[src/rtl/spi_accel_responder.sv]
// spi_accel_responder
//   SPI mode-3 responder that looks like a 3-axis accelerometer register map:
//   a 64 x 8 register file. 0x00 reads as Device_ID. 0x31 is DATA_FORMAT.
//   0x32..0x37 hold an X/Y/Z snapshot that is taken when a transaction starts.
//
// Ports
//   Clk, nReset          system clock (rising edge), async active-low reset
//   X, Y, Z              fabric samples served as 0x32..0x37 (LSB first)
//   nCS, SClk, SDI       SPI inputs, asynchronous to Clk
//   SDO                  SPI output, updated on synchronised SClk falling edges
//   Wr_Valid             one-Clk pulse per accepted register write
//   Wr_Address, Wr_Data  address and data of that write
//   Data_Format          live copy of register 0x31
module spi_accel_responder #(
    parameter logic [7:0] Device_ID    = 8'hE5,
    parameter logic [7:0] Format_Reset = 8'h00
) (
    input  logic        Clk,
    input  logic        nReset,
    input  logic [15:0] X,
    input  logic [15:0] Y,
    input  logic [15:0] Z,
    input  logic        nCS,
    input  logic        SClk,
    input  logic        SDI,
    output logic        SDO,
    output logic        Wr_Valid,
    output logic [5:0]  Wr_Address,
    output logic [7:0]  Wr_Data,
    output logic [7:0]  Data_Format
);

    localparam logic [5:0] ADDR_FMT = 6'h31;

    typedef enum logic [1:0] {S_IDLE, S_COMMAND, S_DATA} state_e;

    state_e      state_q, state_d;

    // Synchronisers: [1] is the synchronised value, [2] its previous copy.
    logic [2:0]  ncs_q;
    logic [2:0]  sclk_q;
    logic [1:0]  sdi_q;

    logic [7:0]  regs_q [64];
    logic [7:0]  rx_q;
    logic [7:0]  tx_q;
    logic [2:0]  bit_cnt_q;
    logic [5:0]  addr_q;
    logic        mb_q;
    logic        rnw_q;

    logic        ncs_fall, ncs_rise, sclk_rise, sclk_fall, sdi_s;
    logic        snap_en, cmd_done, data_done, shift_en, drive_en, sdo_idle;
    logic [7:0]  rx_byte;
    logic [5:0]  addr_next, rd_addr;
    logic [7:0]  rd_val;
    logic        wr_ok, load_rd;

    // nCS synchroniser resets low so that a reset released in the middle of a
    // transaction (nCS still low) does not look like a new falling edge; the
    // next real falling edge starts fresh.
    always_ff @(posedge Clk or negedge nReset) begin
        if (!nReset) begin
            ncs_q  <= '0;
            sclk_q <= '1;
            sdi_q  <= '0;
        end else begin
            ncs_q  <= {ncs_q[1:0], nCS};
            sclk_q <= {sclk_q[1:0], SClk};
            sdi_q  <= {sdi_q[0], SDI};
        end
    end

    assign ncs_fall  = ~ncs_q[1] &  ncs_q[2];
    assign ncs_rise  =  ncs_q[1] & ~ncs_q[2];
    // SClk edges only count while the synchronised nCS is low.
    assign sclk_rise = ~ncs_q[1] &  sclk_q[1] & ~sclk_q[2];
    assign sclk_fall = ~ncs_q[1] & ~sclk_q[1] &  sclk_q[2];
    assign sdi_s     = sdi_q[1];

    // FSM: state register
    always_ff @(posedge Clk or negedge nReset) begin
        if (!nReset) begin
            state_q <= S_IDLE;
        end else begin
            state_q <= state_d;
        end
    end

    // FSM: next state
    always_comb begin
        state_d = state_q;
        if (ncs_rise) begin
            state_d = S_IDLE;
        end else begin
            case (state_q)
                S_IDLE:    if (ncs_fall) state_d = S_COMMAND;
                S_COMMAND: if (sclk_rise && bit_cnt_q == 3'd7) state_d = S_DATA;
                S_DATA:    state_d = S_DATA;
                default:   state_d = S_IDLE;
            endcase
        end
    end

    // FSM: control strobes
    always_comb begin
        snap_en   = (state_q == S_IDLE) && ncs_fall;
        shift_en  = (state_q != S_IDLE) && sclk_rise;
        cmd_done  = (state_q == S_COMMAND) && sclk_rise && (bit_cnt_q == 3'd7);
        data_done = (state_q == S_DATA) && sclk_rise && (bit_cnt_q == 3'd7);
        drive_en  = (state_q == S_DATA) && sclk_fall;
        sdo_idle  = (state_q != S_DATA) || ncs_rise;
    end

    // Datapath decode
    always_comb begin
        rx_byte   = {rx_q[6:0], sdi_s};
        addr_next = mb_q ? addr_q + 6'd1 : addr_q;   // 6-bit add wraps 0x3F -> 0x00
        rd_addr   = cmd_done ? rx_byte[5:0] : addr_next;
        rd_val    = (rd_addr == '0) ? Device_ID : regs_q[rd_addr];
        wr_ok     = (addr_q != '0) && !((addr_q >= 6'h32) && (addr_q <= 6'h37));
        load_rd   = cmd_done ? rx_byte[7] : rnw_q;
    end

    always_ff @(posedge Clk or negedge nReset) begin
        if (!nReset) begin
            for (int unsigned i = 0; i < 64; i++) begin
                regs_q[i[5:0]] <= '0;
            end
            regs_q[ADDR_FMT] <= Format_Reset;
            rx_q       <= '0;
            tx_q       <= '1;
            bit_cnt_q  <= '0;
            addr_q     <= '0;
            mb_q       <= 1'b0;
            rnw_q      <= 1'b0;
            SDO        <= 1'b1;
            Wr_Valid   <= 1'b0;
            Wr_Address <= '0;
            Wr_Data    <= '0;
        end else begin
            Wr_Valid <= 1'b0;

            if (snap_en) begin
                regs_q[6'h32] <= X[7:0];
                regs_q[6'h33] <= X[15:8];
                regs_q[6'h34] <= Y[7:0];
                regs_q[6'h35] <= Y[15:8];
                regs_q[6'h36] <= Z[7:0];
                regs_q[6'h37] <= Z[15:8];
                bit_cnt_q     <= '0;
            end

            if (shift_en) begin
                rx_q      <= rx_byte;
                bit_cnt_q <= bit_cnt_q + 3'd1;
            end

            if (cmd_done) begin
                rnw_q  <= rx_byte[7];
                mb_q   <= rx_byte[6];
                addr_q <= rx_byte[5:0];
            end

            if (data_done) begin
                if (!rnw_q && wr_ok) begin
                    regs_q[addr_q] <= rx_byte;
                    Wr_Valid       <= 1'b1;
                    Wr_Address     <= addr_q;
                    Wr_Data        <= rx_byte;
                end
                addr_q <= addr_next;
            end

            // Byte boundary reloads the transmit byte; write transactions shift out ones.
            if (cmd_done || data_done) begin
                tx_q <= load_rd ? rd_val : '1;
            end else if (drive_en) begin
                tx_q <= {tx_q[6:0], 1'b1};
            end

            if (sdo_idle) begin
                SDO <= 1'b1;
            end else if (drive_en) begin
                SDO <= tx_q[7];
            end
        end
    end

    assign Data_Format = regs_q[ADDR_FMT];

endmodule

[config.mk]
export PLATFORM = sky130hd
export DESIGN_NAME = spi_accel_responder
export DESIGN_NICKNAME = d
export VERILOG_FILES = /design/src/rtl/spi_accel_responder.sv
export SDC_FILE = /design/constraint.sdc
export NUM_CORES = 1
export LEC_CHECK = 0
export ABC_CLOCK_PERIOD_IN_PS = 5900
export BUFFER_PORTS_ARGS = -buffer_cell sky130_fd_sc_hd__buf_4
export CORE_UTILIZATION = 54
export CTS_BUF_LIST = sky130_fd_sc_hd__clkbuf_8
export DETAILED_ROUTE_END_ITERATION = 10
export PLACE_DENSITY = 0.71
export SYNTH_ARGS = -nofsm -noshare
export SYNTH_HDL_FRONTEND = slang
export SYNTH_SLANG_ARGS = --single-unit
[constraint.sdc]
create_clock -name Clk -period 5.9 [get_ports Clk]
set_input_delay 0.295 -clock Clk [delete_from_list [all_inputs] [get_ports Clk]]
set_output_delay 0.295 -clock Clk [all_outputs]
set_load 0.05 [all_outputs]
=== Word level (Yosys, flattened, before mapping) ===
Index checks and enable logic that the tools add are counted.

* Bits of input ports: 53
* Register bits: 564

* Muxes and demuxes: 28
* Bitwise operators: 12
* $lt $le $gt $ge: 5
* Equal/unequal tests: 6
* Add/sub/neg operators: 2
* Reduce and logical (&&, ||, !) cells: 26

{| class="wikitable"
|+ Operators with widths
! kind !! count
|-
| 512-bit bitwise mux || 1
|-
| 112-bit 2-to-1 mux || 2
|-
| 8-bit 2-to-1 mux || 7
|-
| 8-bit binary-select mux with 6-bit select || 1
|-
| 8-bit demux with 6-bit select || 1
|-
| 48-bit 2-to-1 mux || 1
|-
| 6-bit 2-to-1 mux || 4
|-
| 7-bit greater-or-equal comparator, second input constant || 2
|-
| 6-bit NOT with 7-bit output || 2
|-
| 1-bit logical AND || 12
|-
| 2-bit nonzero test || 5
|-
| 7-bit by 1-bit < comparator with 1-bit output, second input constant || 1
|-
| 6-bit by 1-bit adder with 6-bit output, second input constant || 1
|-
| 1-bit AND || 6
|-
| 6-bit greater-or-equal comparator, second input constant || 1
|-
| 6-bit less-or-equal comparator, second input constant || 1
|-
| 6-bit zero test || 1
|-
| 2-bit 2-to-1 mux || 3
|-
| 3-bit 2-to-1 mux || 2
|-
| 3-bit != test, second input constant || 2
|-
| 2-bit case mux with 3 select lines || 1
|-
| 6-bit nonzero test || 1
|-
| 1-bit 2-to-1 mux || 5
|-
| 1-bit NOT || 4
|-
| 9 further kinds || 12
|}

=== Longest topological paths before layout ===
Gate-level depths: netlist (run 1).

* Depth after elaboration: 13
* Gate-level depth with buffers: 16
* Depth with buffers taken out: 10

=== Worst setup path before layout (run 1) ===
OpenSTA, ideal clock, no wires.

* Kind: register -> register
* Start point: register addr_q[1]
* End point: register tx_q[1]
* Setup slack: 3.009 ns
* Required time: 5.811 ns
* Arrival time: 2.802 ns
* Path buffers: 2
* Period minus slack after synthesis: 2.891 ns
* Stages on the path, launching flop included: 13
* Path through: dfrtp_1 > buf_2 > inv_1 > ha_1 > mux2_2 > a21oi_2 > nor2_2 > buf_6 > mux2i_1 > mux2_2 > a2111oi_0 > a211oi_1 > o32ai_2

* Cells in the longest elaborated chain, start to end: 10
* Elaborated cells on any way between the ends: 11
* Classes of those cells: 1 x add/sub; 8 x mux; 1 x bitwise; 1 x reduce/logical

{| class="wikitable"
|+ Ends and longest elaborated chain
! what !! RTL line !! source
|-
| start: declaration || 48 || <nowiki>logic [5:0] addr_q;</nowiki>
|-
| start signal: assignment || 162 || <nowiki>addr_q <= rx_byte[5:0];</nowiki>
|-
| start signal: assignment || 172 || <nowiki>addr_q <= addr_next;</nowiki>
|-
| 6-bit by 1-bit adder with 6-bit output || 118 || <nowiki>addr_next = mb_q ? addr_q + 6'd1 : addr_q;</nowiki>
|-
| 6-bit 2-to-1 mux (*) || 118 ||
|-
| 6-bit 2-to-1 mux (*) || 119 || <nowiki>rd_addr = cmd_done ? rx_byte[5:0] : addr_next;</nowiki>
|-
| 6-bit NOT with 7-bit output (implied by the code) || 120 || <nowiki>rd_val = (rd_addr == '0) ? Device_ID : regs_q[rd_addr];</nowiki>
|-
| 8-bit binary-select mux with 6-bit select || 120 ||
|-
| 8-bit 2-to-1 mux (implied by the code) (2 in series) || 120 ||
|-
| 8-bit 2-to-1 mux (*) || 120 ||
|-
| 8-bit 2-to-1 mux (*) || 177 || <nowiki>tx_q <= load_rd ? rd_val : '1;</nowiki>
|-
| 8-bit 2-to-1 mux (*) || 176 || <nowiki>if (cmd_done || data_done) begin</nowiki>
|-
| end signal: assignment || 177 ||
|-
| end signal: assignment || 179 || <nowiki>tx_q <= {tx_q[6:0], 1'b1};</nowiki>
|-
| end: declaration || 46 || <nowiki>logic [7:0] tx_q;</nowiki>
|}

Every way passes the cells marked *; elsewhere a longest branch is shown, timed or not. The select of a mux whose other input is x is not followed.
A chain may end at the register's enable or synchronous reset.

=== Worst setup path in the final report (run 1) ===
* Start point: register addr_q[0]
* End point: register tx_q[0]

The elaborated chain is that of the path after synthesis.

==> metrics.txt, run 1 <==
layout cells sized above 1 34.1%; Fmax achieved 235 MHz; Initial Util 55.0%; Initial DRC Count 1799; post-synthesis cell type count 81; total of max-cap violations 0; crit path DAT 4.89 ns; Port Buffers 76; CTS clk-pin slew, worst paths 0.07 ns; number of global-route vias before repair 19000; leading area contributor after synthesis dfrtp_1; final RePlAce weighted congestion 0.945; crit path capture type flip-flop; antenna violations before repair 1; Core Region 0.0479 mm²; mapped cell area 0.0264 mm²; Reg2Reg Depth 11; CTS Buffer Depth 3; largest net degree at the start of global routing 164; antenna viol nets, final 0; Peak VDD IR 0.000267 V; Pleak 14.3 nW; syn_nets 2222; first-pass GRT wire length 116000 µm; die area 0.0498 mm²; crit-path max FO 26; switching share of total power 27.3%; Pre-antenna DRT Iters 5; Setup TNS Final 0 ns; status finished clean; Final Hold Fails 0; row count 80; Slew Limit Fails 0; Horiz. Die Dim 223 µm; Synth area leaders dfrtp_1 52%, mux2_2 17%, mux4_2 5.0%; internal power 6.45 mW; Post-Route WL 75200 µm; # nets final 2330; Root Buffer clkbuf_8; H-tree depth 3; # DRC 0; Tot Pwr 8.87 mW; Clock Skew 0.0441 ns; register area share after synthesis 53.5%; clk_lat worst skew 0.71 ns; Clk pwr share 41.0%; CTS Buf Count 95; Die Y 223 µm; Synth top area share 52.3%; CTS Hold Buffers Added 52; Post-Syn Area per Cell 12.2 µm²; CTS tree built; RSZ-0062 raised after global routing false; Setup Crit Path Kind flip-flop to flip-flop; critical path data required time 6.54 ns; CTS Sinks 564; slew of the pin with the lowest slew margin 1.20 ns; Crit. path cell count 11; CTS resizes 0; combinational power share 11.0%; count leader, synth dfrtp_1; ys async rst share 100%; CP Launch Type flip-flop; crit-path cells inv_1 -> ha_1 -> mux2_2 -> a21oi_2 -> nor2_4 -> buf_4 -> mux4_2 -> a22o_1 -> a311oi_1 -> a31oi_1 -> o211a_1; setup bufs post-CTS 0; GRT overflow 0; Syn Inst Count 2159; Via density 6.35; WP buf/inv 2; power share of the sequential group 48.0%; DPL Wire Length 47300 µm; Yosys Warn Count 0; top cells by count, synth 552 x dfrtp_1, 391 x mux2_2, 318 x nand2_1; Top Ports 77; Setup Viol. Count Final 0; synth-to-layout area growth 13.7%; total track usage 31.0%; Via Count 18700; Seq cells post-synth 564; hold crit path type input port to async pin; Relative slew margins 20.1%; Slowest-stage cell, CP nor2_4; P_sw 2.42 mW; Crit path max-delay family compound AO/OA/AOI/OAI gates; EDFF count, synth 0; wire per inst 25.5 µm; minimum clock period 4.25 ns; CP max stage delay 0.78 ns; Final Cycle Share 72.0%; ys flop type dfrtp_1; Pwr Density 296 mW/mm²
placed cells by master (no fill, tap or decap), drive strengths merged, types with 4 or more instances in the layout:
cell type | Yosys | final
dfrtp | 552 | 552
mux2 | 435 | 435
nand2 | 346 | 346
o21ai | 138 | 138
buf | 81 | 129
clkbuf | 89 | 126
nand3 | 67 | 67
and3 | 59 | 59
mux4 | 59 | 59
dlygate4sd3 | 0 | 52
a211oi | 46 | 46
inv | 11 | 33
nor2 | 32 | 32
a31oi | 23 | 23
a21oi | 22 | 22
a22oi | 18 | 18
mux2i | 17 | 17
nor3 | 15 | 15
clkinv | 1 | 14
dfstp | 12 | 12
o2111ai | 12 | 12
ha | 10 | 10
nand4 | 8 | 8
o21a | 7 | 7
a32o | 7 | 7
o22ai | 7 | 7
a21boi | 5 | 5
a22o | 5 | 5
a31o | 5 | 5
a311oi | 5 | 5
o22a | 4 | 4
nor3b | 4 | 4
per-layer routing:
metal | global-route usage (%) | share of wire, % | vias to the layer above
li1 | - | - | 8039
met2 | 47.4 | 46 | 861
met3 | 6.87 | 8.2 | 190
met1 | 42.8 | 42 | 9631
met4 | 13.2 | 4.0 | 0
met5 | 0 | 0 | -
cells by family (layout without fill, tap and decap cells):
group	Yosys count	after routing	share of synthesized area (%)
compound gates	341	341	8.59
buf+inv	182	357	3.27
mux	511	511	24.2
xor+xnor	4	4	0.133
other cells	0	1	0
flops	564	564	53.5
fa+ha+maj	10	10	0.474
simple gates	547	547	9.76
registers in the layout (all words and copies together), names as in the netlist:
name,cells
addr_q,6
Wr_Valid,1
state_q,2
sdi_q,2
bit_cnt_q,3
rnw_q,1
tx_q,8
ncs_q,3
Wr_Data,8
regs_q,504
Data_Format,8
mb_q,1
sclk_q,3
Wr_Address,6
SDO,1
rx_q,7
final timing paths:
kind                                       start                 endpoint  slack [ns]
max                        addr_q[0]$_DFFE_PN0N_      tx_q[0]$_DFFE_PN1P_        1.65
min in group Clk                             nCS       ncs_q[0]$_DFF_PN0_        0.28
min                                       nReset       sdi_q[0]$_DFF_PN0_        0.25
max in group asynchronous                 nReset  regs_q[477]$_DFFE_PN0P_        4.14
min reg2reg                   sdi_q[0]$_DFF_PN0_       sdi_q[1]$_DFF_PN0_        0.36
max reg2reg                addr_q[0]$_DFFE_PN0N_      tx_q[0]$_DFFE_PN1P_        1.65
per-stage QoR:
stage | hold WS (ns) | worst slack [ns] | util [%] | cell area [µm²] | std cells
3_5_place_dp | 0.342 | 1.73 | 57.3 | 27500 | 2733
3_3_place_gp | 0.342 | 1.82 | 57.3 | 27500 | 2733
4_1_cts | 0.246 | 1.73 | 62.6 | 30000 | 2949
5_1_grt | 0.273 | 1.49 | 62.6 | 30000 | 2950
6_report | 0.248 | 1.65 | 62.6 | 30000 | 2950
2_1_floorplan | -0.000591 | 3.01 | - | 26400 | 2159
power by group through the flow:
stage	Sequential, mW	Clock [mW]	Combinational, mW
floorplan	4.23	0	0.573
global placement	4.30	0	0.903
detailed placement	4.31	0	0.930
CTS	4.24	3.69	0.961
global route	4.27	3.86	1.05
finish	4.25	3.64	0.977
layout make-up:
class	count	area, µm²
tap	615	769
clock buffer	126	1730
antenna	1	2.50
fill	3646	17900
inverter	12	45.0
clock inverter	38	269
timing repair buffer	181	1580
sequential	564	14100
multi-input combinational	1413	11500
Power figures use the tool's default switching activity.
==> inputs of run 2 (changes only) <==
--- a/config.mk
+++ b/config.mk
@@ -5,7 +5,7 @@
 export SDC_FILE = /design/constraint.sdc
 export NUM_CORES = 1
 export LEC_CHECK = 0
-export ABC_CLOCK_PERIOD_IN_PS = 5900
+export ABC_CLOCK_PERIOD_IN_PS = 4090
 export BUFFER_PORTS_ARGS = -buffer_cell sky130_fd_sc_hd__buf_4
 export CORE_UTILIZATION = 54
 export CTS_BUF_LIST = sky130_fd_sc_hd__clkbuf_8
==> constraint.sdc (replaced) <==
create_clock -name Clk -period 4.09 [get_ports Clk]
set_input_delay 0.2045 -clock Clk [delete_from_list [all_inputs] [get_ports Clk]]
set_output_delay 0.2045 -clock Clk [all_outputs]
set_load 0.05 [all_outputs]
==> run 2 against run 1 <==
Wire length is 1.2% higher. Utilization up 0.40 points. Sequential power up 45%.
==> metrics.txt, run 2 (synthesis results as in run 1) <==
final RePlAce weighted congestion 0.981 (was 0.945); CTS Buf Count 93 (was 95); Root Buffer clkbuf_8 (unchanged); slew of the pin with the lowest slew margin 1.05 ns (was 1.20 ns); layout cells sized above 1 34.5% (was 34.1%); Top Ports 77 (unchanged); antenna viol nets, final 0 (unchanged); Peak VDD IR 0.000345 V (was 0.000267 V); # nets final 2370 (was 2330); global routing's busiest layer met2 (unchanged); most frequent cells in the layout 546 x dfrtp_1, 391 x mux2_2, 317 x nand2_1, 156 x buf_4, 133 x o21ai_0 (was 546 x dfrtp_1, 391 x mux2_2, 317 x nand2_1, 133 x o21ai_0, 126 x clkbuf_8); number of global-route vias before repair 19300 (was 19000); CTS tree built (unchanged); max reg flops 504 (unchanged); CP Launch Type flip-flop (unchanged); Final Hold Fails 0 (unchanged); Final Cycle Share 94.1% (was 72.0%); Setup TNS Final 0 ns (unchanged); Setup Viol. Count Final 0 (unchanged); Horiz. Die Dim 223 µm (unchanged); Via Count 18900 (was 18700); Die Y 223 µm (unchanged); met1 usage 44.9% (was 42.8%); die area 0.0498 mm² (unchanged); clk_lat worst skew 0.70 ns (was 0.71 ns); Clock Skew 0.0491 ns (was 0.0441 ns); Tot Pwr 12.3 mW (was 8.87 mW); CP max stage delay 0.50 ns (was 0.78 ns); crit-path cells inv_1 -> ha_1 -> inv_1 -> nor3_2 -> nor2_4 -> buf_4 -> mux4_2 -> a22oi_1 -> o311ai_0 -> o21ai_0 -> o22ai_1 (was inv_1 -> ha_1 -> mux2_2 -> a21oi_2 -> nor2_4 -> buf_4 -> mux4_2 -> a22o_1 -> a311oi_1 -> a31oi_1 -> o211a_1); hold crit path type input port to async pin (unchanged); largest net degree at the start of global routing 137 (was 164); Setup Crit Path Kind flip-flop to flip-flop (unchanged); wire per inst 25.4 µm (was 25.5 µm); met2 Track Usage GR 47.8% (was 47.4%); critical path data required time 4.71 ns (was 6.54 ns); Initial DRC Count 1965 (was 1799); Port Buffers 76 (unchanged); minimum clock period 3.85 ns (was 4.25 ns); Initial Util 55.0% (unchanged); GRT overflow 0 (unchanged); status finished clean (unchanged); H-tree depth 3 (unchanged); Relative slew margins 30.1% (was 20.1%); crit path DAT 4.47 ns (was 4.89 ns); Pwr Density 409 mW/mm² (was 296 mW/mm²); CTS clk-pin slew, worst paths 0.06 ns (was 0.07 ns); Fmax achieved 260 MHz (was 235 MHz); M3 GR Usage 6.36% (was 6.87%); # DRC 0 (unchanged); Via density 6.32 (was 6.35); Pre-antenna DRT Iters 8 (was 5); row count 80 (unchanged); Slew Limit Fails 0 (unchanged); commonest non-fill, non-tap cell in the layout dfrtp_1 (unchanged); crit-path max FO 33 (was 26); Post-Route WL 76200 µm (was 75200 µm); DPL Wire Length 48900 µm (was 47300 µm); total track usage 31.6% (was 31.0%); synth-to-layout area growth 14.4% (was 13.7%); crit path capture type flip-flop (unchanged); Most flops, register regs_q (unchanged); Pleak 14.5 nW (was 14.3 nW); Slowest-stage cell, CP nor3_2 (was nor2_4); total of max-cap violations 0 (unchanged); CTS Buffer Depth 3 (unchanged); first-pass GRT wire length 119000 µm (was 116000 µm); CTS Sinks 564 (unchanged); RSZ-0062 raised after global routing false (unchanged); cell mode on critical path inv_1; antenna violations before repair 2 (was 1); Core Region 0.0479 mm² (unchanged)
-- run 2: changes by cell type in the layout (fill, tap and decap cells not counted), moves of 2 or more --
cell	delta
buf_12	+7
buf_4	+35
bufinv_16	-2
clkbuf_8	-17
clkinv_2	-3
clkinvlp_4	+4
inv_1	+21
inv_6	-2
-- run 2: path summary, 6_finish.rpt --
check | end | depth (start not counted) | from | slack [ns]
worst min register to register | sdi_q[1]$_DFF_PN0_ | 0 | sdi_q[0]$_DFF_PN0_ | 0.34
min in group Clk | ncs_q[0]$_DFF_PN0_ | 2 | nCS | 0.18
worst min-delay path | rnw_q$_DFF_PN0_ | 2 | nReset | 0.13
max in group asynchronous | regs_q[348]$_DFFE_PN0P_ | 3 | nReset | 2.76
worst max register to register | tx_q[7]$_DFFE_PN1P_ | 11 | state_q[1]$_DFFE_PN0P_ | 0.24
worst max-delay path | tx_q[7]$_DFFE_PN1P_ | 11 | state_q[1]$_DFFE_PN0P_ | 0.24
-- run 2: worst max-delay path: cells and delay by family (launching register included) --
kind | cells | cell delay, ns
buffers and inverters | 3 | 0.73
adder cells (fa/ha/maj) | 1 | 0.41
AND/OR/NAND/NOR | 2 | 0.67
flip-flops | 1 | 0.40
AO/OA/AOI/OAI | 4 | 1.17
multiplexers | 1 | 0.33
-- run 2: timing repair --
item                       CTS  global route
hold buffers                52             0
setup buffers                0             0
setup endpoints to repair    0             2
hold endpoints to repair   123             0
gates resized for setup      0             1
-- run 2: metal layers --
metal	vias to the layer above	wire [µm]
met5	-	0
met3	154	6150
met1	9820	32700
met2	831	34900
met4	0	2480
li1	8122	-
-- run 2: area by class of cell --
| cell class | instances | area [µm²] |
|---|---|---|
| clock inverter | 56 | 285 |
| fill | 3632 | 17700 |
| tap | 615 | 769 |
| multi-input combinational | 1413 | 11500 |
| antenna | 2 | 5.00 |
| inverter | 12 | 45.0 |
| clock buffer | 109 | 1500 |
| timing repair buffer | 223 | 1990 |
| sequential | 564 | 14100 |
-- run 2: through the flow --
| step | area (µm²) | util, % | instances | worst slack (ns) | hold slack (ns) |
|---|---|---|---|---|---|
| final | 30200 | 63.0 | 2994 | 0.241 | 0.134 |
| after global routing | 30200 | 63.0 | 2994 | 0.0888 | 0.170 |
| after CTS | 30200 | 63.0 | 2992 | 0.149 | 0.0972 |
| after detailed placement | 27900 | 58.2 | 2775 | 0.187 | 0.258 |
| after global placement | 27900 | 58.2 | 2775 | 0.311 | 0.253 |
| after floorplan | 26400 | - | 2159 | 1.20 | -0.0911 |
-- run 2: where the power goes --
group	leakage (nW)	total (mW)	switching [mW]	internal (mW)
registers	7.70	6.17	0.271	5.90
clock network	1.06	4.77	2.29	2.48
logic	5.73	1.41	0.918	0.487
